<file path="config.mk">
export PLATFORM = sky130hd
export DESIGN_NAME = mpu_event_bridge
export DESIGN_NICKNAME = d
export VERILOG_FILES = /design/src/rtl/mpu_event_bridge.sv
export SDC_FILE = /design/constraint.sdc
export NUM_CORES = 1
export LEC_CHECK = 0
export CAP_MARGIN = 20
export CORE_MARGIN = 2
export CORE_UTILIZATION = 45
export CTS_BUF_LIST = sky130_fd_sc_hd__clkbuf_8
export CTS_CLUSTER_DIAMETER = 120
export DETAILED_ROUTE_END_ITERATION = 8
export GPL_TIMING_DRIVEN = 0
export PLACE_DENSITY = 0.71
export SYNTH_ARGS = -nofsm -noshare
export SYNTH_HDL_FRONTEND = slang
export SYNTH_SLANG_ARGS = --single-unit
</file>
<file path="constraint.sdc">
create_clock -name clk_clk -period 3.5 [get_ports clk_clk]
set_input_delay 0.7 -clock clk_clk [delete_from_list [all_inputs] [get_ports clk_clk]]
set_output_delay 0.7 -clock clk_clk [all_outputs]
set_load 0.005 [all_outputs]
</file>
<file path="src/rtl/mpu_event_bridge.sv">
// FPGA endpoint of the HPS MPU event interface: SEV -> filter start strobe,
// filter completions -> WFE-gated eventi pulses, plus sticky overrun/overflow flags.
module mpu_event_bridge #(
  parameter int PULSE_CYCLES = 4,
  parameter int GAP_CYCLES   = 8,
  parameter int CNT_W        = 4,
  parameter int WAKE_TIMEOUT = 1024
) (
  input  logic             clk_clk,
  input  logic             reset_reset_n,
  input  logic             hps_evento,
  input  logic [1:0]       hps_standbywfe,
  input  logic [1:0]       hps_standbywfi,
  output logic             hps_eventi,
  input  logic             filter_busy,
  input  logic             filter_done,
  output logic             start_pulse,
  output logic [CNT_W-1:0] pending,
  output logic [1:0]       cores_wfi,
  output logic             start_dropped,
  output logic             done_overflow,
  input  logic             clear_flags
);

  localparam int MAX_A = (PULSE_CYCLES > GAP_CYCLES) ? PULSE_CYCLES : GAP_CYCLES;
  localparam int MAX_C = (MAX_A > WAKE_TIMEOUT) ? MAX_A : WAKE_TIMEOUT;
  localparam int PW    = $clog2(MAX_C) + 1;

  localparam logic [PW-1:0]    PULSE_LAST   = PW'(PULSE_CYCLES - 1);
  localparam logic [PW-1:0]    GAP_LAST     = PW'(GAP_CYCLES - 1);
  localparam logic [PW-1:0]    TIMEOUT_LAST = PW'(WAKE_TIMEOUT - 1);
  localparam logic [CNT_W-1:0] CNT_MAX      = '1;

  typedef enum logic [1:0] {IDLE, PULSE, GAP} state_t;

  state_t           state_reg, state_next;
  logic [PW-1:0]    phase_reg, phase_next;
  logic             eventi_next;
  logic             take;
  logic [CNT_W-1:0] pending_next;
  logic             overflow_set;

  logic       evt_meta, evt_s, evt_prev;
  logic [1:0] wfe_meta, wfe_s;
  logic [1:0] wfi_meta;
  logic       start_edge;

  assign start_edge = evt_s & ~evt_prev;

  // Two-flop synchronizers, start edge detect, pending counter and sticky flags.
  always_ff @(posedge clk_clk or negedge reset_reset_n) begin
    if (!reset_reset_n) begin
      evt_meta      <= 1'b0;
      evt_s         <= 1'b0;
      evt_prev      <= 1'b0;
      wfe_meta      <= 2'b00;
      wfe_s         <= 2'b00;
      wfi_meta      <= 2'b00;
      cores_wfi     <= 2'b00;
      start_pulse   <= 1'b0;
      start_dropped <= 1'b0;
      done_overflow <= 1'b0;
      pending       <= '0;
    end else begin
      evt_meta      <= hps_evento;
      evt_s         <= evt_meta;
      evt_prev      <= evt_s;
      wfe_meta      <= hps_standbywfe;
      wfe_s         <= wfe_meta;
      wfi_meta      <= hps_standbywfi;
      cores_wfi     <= wfi_meta;
      start_pulse   <= start_edge;
      start_dropped <= (start_edge & filter_busy) | (start_dropped & ~clear_flags);
      done_overflow <= overflow_set | (done_overflow & ~clear_flags);
      pending       <= pending_next;
    end
  end

  always_comb begin
    pending_next = pending;
    overflow_set = 1'b0;
    if (filter_done && !take) begin
      if (pending == CNT_MAX) overflow_set = 1'b1;
      else                    pending_next = pending + 1'b1;
    end else if (!filter_done && take) begin
      pending_next = pending - 1'b1;
    end
  end

  always_ff @(posedge clk_clk or negedge reset_reset_n) begin
    if (!reset_reset_n) begin
      state_reg  <= IDLE;
      phase_reg  <= '0;
      hps_eventi <= 1'b0;
    end else begin
      state_reg  <= state_next;
      phase_reg  <= phase_next;
      hps_eventi <= eventi_next;
    end
  end

  // phase_reg doubles as the WFE wait counter in IDLE and the pulse/gap timer elsewhere.
  always_comb begin
    state_next  = state_reg;
    phase_next  = phase_reg;
    eventi_next = 1'b0;
    take        = 1'b0;
    case (state_reg)
      IDLE: begin
        if (pending != '0 && (|wfe_s || phase_reg == TIMEOUT_LAST)) begin
          state_next  = PULSE;
          phase_next  = '0;
          eventi_next = 1'b1;
          take        = 1'b1;
        end else if (pending != '0) begin
          phase_next = phase_reg + 1'b1;
        end else begin
          phase_next = '0;
        end
      end
      PULSE: begin
        if (phase_reg == PULSE_LAST) begin
          state_next = GAP;
          phase_next = '0;
        end else begin
          phase_next  = phase_reg + 1'b1;
          eventi_next = 1'b1;
        end
      end
      GAP: begin
        if (phase_reg == GAP_LAST) begin
          state_next = IDLE;
          phase_next = '0;
        end else begin
          phase_next = phase_reg + 1'b1;
        end
      end
      default: begin
        state_next = IDLE;
        phase_next = '0;
      end
    endcase
  end

endmodule
</file>
**Word level (Yosys, flattened, before mapping)**

Index checks and enable logic that the tools add are counted.

- Register bits after elaboration: 32
- Bits of input ports: 10
- Output and inout port bits: 10
- Word-level logic and storage cells: 65

- Add/subtract/negate cells: 3
- Eq/ne operators: 10
- Mux-type cells: 18
- Bitwise operators: 8
- Reductions and logical operators: 12

Operators by type and width:

| cell | number |
|---|---|
| $mux 11 | 4 |
| $pmux 11 s3 | 1 |
| $mux 4 | 3 |
| $add 11x1->11 const B | 1 |
| $eq 11x10->1 const B | 1 |
| $eq 11x2->1 const B | 1 |
| $eq 11x3->1 const B | 1 |
| $ne 2x2->1 const B | 4 |
| $mux 2 | 3 |
| $pmux 2 s3 | 1 |
| $mux 1 | 5 |
| $add 4x1->4 const B | 1 |
| $and 1x1->1 | 4 |
| $eq 4x4->1 const B | 1 |
| $reduce_bool 4->1 | 1 |
| $sub 4x1->4 const B | 1 |
| $logic_and 1x1->1 | 3 |
| $reduce_and 3->1 | 1 |
| $eq 2x1->1 const B | 1 |
| $eq 2x2->1 const B | 1 |
| $logic_not 1->1 | 2 |
| $logic_not 2->1 | 1 |
| $not 1->1 | 2 |
| $or 1x1->1 | 2 |
| other kinds (5) | 5 |

**Logic depth before layout (Yosys ltp)**

- Depth in word-level cells: 9
- Gate-level depth with buffers: 12
- Mapped depth without buffers: 11

**Worst setup path after synthesis**

No wires, ideal clock.

- Path kind: register to register
- Start point: register phase_reg[0]
- End point: register pending[3]
- Library setup time: 0.079 ns
- Arrival time: 2.393 ns
- Data required time: 3.421 ns
- Setup slack: 1.028 ns
- Cell stages (with the launch flop): 13
- Path buffers: 1
- Period minus slack after synthesis: 2.472 ns
- Path through: dfrtp_1 > ha_1 > and4_4 > a41oi_4 > nand2b_1 > buf_4 > nand2_1 > ha_1 > a21o_1 > a21oi_1 > nand3_1 > o22ai_1 > xor2_1

- Cells in the longest elaborated chain, start to end: 9
- Elaborated cells between the ends (all ways): 12
- Those cells by class: eq/ne: 2; mux: 3; reduce/logical: 7

RTL lines:

| element | line | text |
|---|---|---|
| from (decl) | 37 | `logic [PW-1:0] phase_reg, phase_next;` |
| from (signal assigned) | 97 | `phase_reg <= phase_next;` |
| $eq 11x10->1 (*) | 110 | `if (pending != '0 && (\|wfe_s \|\| phase_reg == TIMEOUT_LAST)) begin` |
| $logic_or 1x1->1 (*) | 110 |  |
| $logic_and 1x1->1 (*) | 110 |  |
| $mux 1 (*) | 110 |  |
| $mux 1 (*) | 108 | `case (state_reg)` |
| $logic_not 1->1 | 82 | `if (filter_done && !take) begin` |
| $logic_and 1x1->1 | 82 |  |
| $ne 2x2->1 (no source line) / $reduce_bool 2->1 (equally long branches) | - |  |
| $reduce_and 2->1 (no source line) | - |  |
| to (signal assigned) | 75 | `pending <= pending_next;` |
| to (decl) | 18 | `output logic [CNT_W-1:0] pending,` |

Mark *: on every way between the ends. The rest lies on a longest branch, timed or not.
A chain may end at the register's enable or synchronous reset.

**Worst setup path after layout**

Same ends and word-level chain as after synthesis.

==> impl_metrics.ini <==
[synthesis]
synth-xor-area-share_pct = 7.55
synth_top_family_by_area = simple AND/OR/NAND/NOR gates
synthAdderAreaFrac_pct = 4.14
synth_mux_area_share_pct = 1.44
synth.yosys.seq_area_share_pct = 57.6
synth_ff_type = dfrtp_1
ys_ff_latch = 32
synth_edf_count = 0
synth_nets = 131
yosys.cell_types.count = 32
synth_simple_gate_area_share_pct = 16.6
avgSynthCellArea_um2 = 11.9
async_flop_share_pct = 100
synth_compound_area_share_pct = 9.17
yosys_warnings = 0
synth_area_um2 = 1390
syn_inst = 117

[timing]
worst-slew-pin-transition_ns = 0.659
slew_viol_final = 0
fin_skew_ns = 0.00394
fin_crit_sh_pct = 76.9
finalSetupViolations = 0
hold_viol = 0
grt_setup_unrepaired = false
fmax_mhz = 372
worst_slack_ns = 0.808
fin_setup_tns_ns = 0
slew_headroom_pct = 56.0
min_period_ns = 2.69

[die]
die_area_um2 = 3550
die_h_um = 59.6
io_pins = 20
chipWidth_um = 59.6
core_um2 = 3000
start_util_pct = 46.3
rows = 20

[placed_design]
port_buffers = 19
pre_cts_ws_ns = 0.828
hpwl_um = 1640
gp_congestion = 0.773

[cts]
cts_tree = yes
postCtsSetupBuffers = 0
clock-sinks = 32
cts_root_buffer = clkbuf_8
ctsResizeCount = 0
cts_buffers = 5
clockBufferDepth = 2
clk_pin_slew_worst_paths_ns = 0.07
cts_hold_buffers = 0
htree_levels = 2
clk_latency_ns = 0.28

[routing]
avgRoutedWirePerCell_um = 12.7
ant_nets = 0
drt-total-wl_um = 2260
vias = 923
post-route-drc-count = 0
viasPerCell = 5.19
drt-initial-drc-count = 16
drt_pass1_iterations = 4

[layout]
drive_gt1_share_pct = 12.4
n_antenna_cell = 0
fin_nets = 158
area.growth.synth_to_final_pct = 26.9
largest_reg_flops = 11

[worst_setup_path]
required_ns = 3.71
cp_max_fo = 7
reg2reg_depth = 12
r2r-start = phase_reg[0]
startpoint_type = register
ff2ff_setup_slack_ns = 0.81
worstSetupPathType = reg -> reg
reg2reg_to = pending[3]
end_kind = register
crit_arrival_ns = 2.90

[grt]
grt_first_pass_wirelength_um = 3950
grt.overflow.total = 0
antenna_found_initial = 0
track_usage_pct = 15.5
grt_max_degree = 21
grt_pass1_vias = 917

[power_and_ir_drop]
ir_drop_uv = 648
finalPower_mw = 1.31
power_density_nw_per_um2 = 742
leakagePower_nw = 0.767

[worst_hold_path]
min_path_cells = 0
worstHoldStart = wfe_meta[0]
min_to = wfe_s[0]
holdCritPathClass = reg -> reg

[flow_run]
maxCapViolCount = 0

[status]
status = completed
==> power breakdown <==
part           leakage [nW]  switching, mW  total (mW)  internal [mW]
Sequential            0.398         0.0706       0.511          0.440
Clock                0.0548          0.140       0.354          0.214
Combinational         0.314          0.206       0.445          0.239
==> synth_stat cells (3+ instances only) <==
library cell   n  area [um^2]
inv_1          6         22.5
dfrtp_1       32          801
nor2_1        12         45.0
nand3_1        5         25.0
nor3_1         3         15.0
o21ai_0        3         15.0
a21oi_1        3         15.0
xnor2_1        5         43.8
ha_1           3         37.5
nand2_1        5         18.8
nand2b_1       3         18.8
nor2b_1        4         25.0
xor2_1         7         61.3
==> placed cells by master (no fill, tap or decap), types with 4 or more instances in the layout <==
| master | netlist | routed |
|---|---|---|
| xor2_1 | 7 | 7 |
| clkdlybuf4s50_1 | 0 | 19 |
| nor2b_1 | 4 | 4 |
| clkbuf_8 | 0 | 5 |
| dfrtp_1 | 32 | 32 |
| inv_1 | 6 | 6 |
| nor2_1 | 12 | 12 |
| xnor2_1 | 5 | 5 |
| nand2_1 | 5 | 5 |
| nand3_1 | 5 | 5 |
==> critical path, cell delays in order, from the launching register on <==
cell and delay [ns]:
dfrtp_1 0.41, ha_1 0.26, and4_4 0.18, a41oi_4 0.27, nand2b_1 0.14, buf_4 0.15, nand2_1 0.13, ha_1 0.30
a21o_1 0.17, a21oi_1 0.18, nand3_1 0.10, o22ai_1 0.18, xor2_1 0.16
==> through the flow <==
stage          hold WS (ns)  cell area, um^2  instances  utilization (%)
2_1_floorplan         0.331             1390        117                -
3_3_place_gp          0.331             1620        169             54.0
3_5_place_dp          0.335             1650        170             55.0
4_1_cts               0.351             1770        178             58.8
5_1_grt               0.357             1770        178             58.8
6_report              0.349             1770        178             58.8
==> routing by layer <==
metal | up-vias | GRT usage, % | wire length, um | share of wire [%]
met5 | - | 0 | 0 | 0
met4 | 0 | 8.57 | 60 | 2.7
met3 | 5 | 5.90 | 99 | 4.4
met2 | 19 | 24.3 | 1030 | 46
met1 | 443 | 18.3 | 1070 | 47
li1 | 456 | - | - | -
==> worst max-delay path by stage <==
stage | start | endpoint | slack [ns] | depth (start not counted)
after global placement | phase_reg[0] | pending[3] | 0.84 | 12
final | phase_reg[0] | pending[3] | 0.81 | 12
after floorplan | phase_reg[0] | pending[3] | 1.03 | 12
after CTS | phase_reg[0] | pending[3] | 0.81 | 12
after global routing | phase_reg[0] | pending[3] | 0.65 | 12
after detailed placement | phase_reg[0] | pending[3] | 0.83 | 12
==> logic make-up (layout without fill, tap and decap cells) <==
group / count (synthesis) / count (layout)
compound gates: 15 / 15
xor+xnor: 12 / 12
fa+ha+maj: 4 / 4
buf+inv: 9 / 37
flops: 32 / 32
mux: 2 / 2
simple gates: 43 / 43
==> final cells by class <==
class | instances | area (um^2)
timing repair buffer | 20 | 218
tap | 33 | 41.3
clock buffer | 5 | 68.8
fill | 240 | 1240
clock inverter | 3 | 46.3
inverter | 6 | 22.5
multi-input combinational | 76 | 542
sequential | 32 | 801
buffer | 3 | 26.3
(Power assumes the default switching activity.)
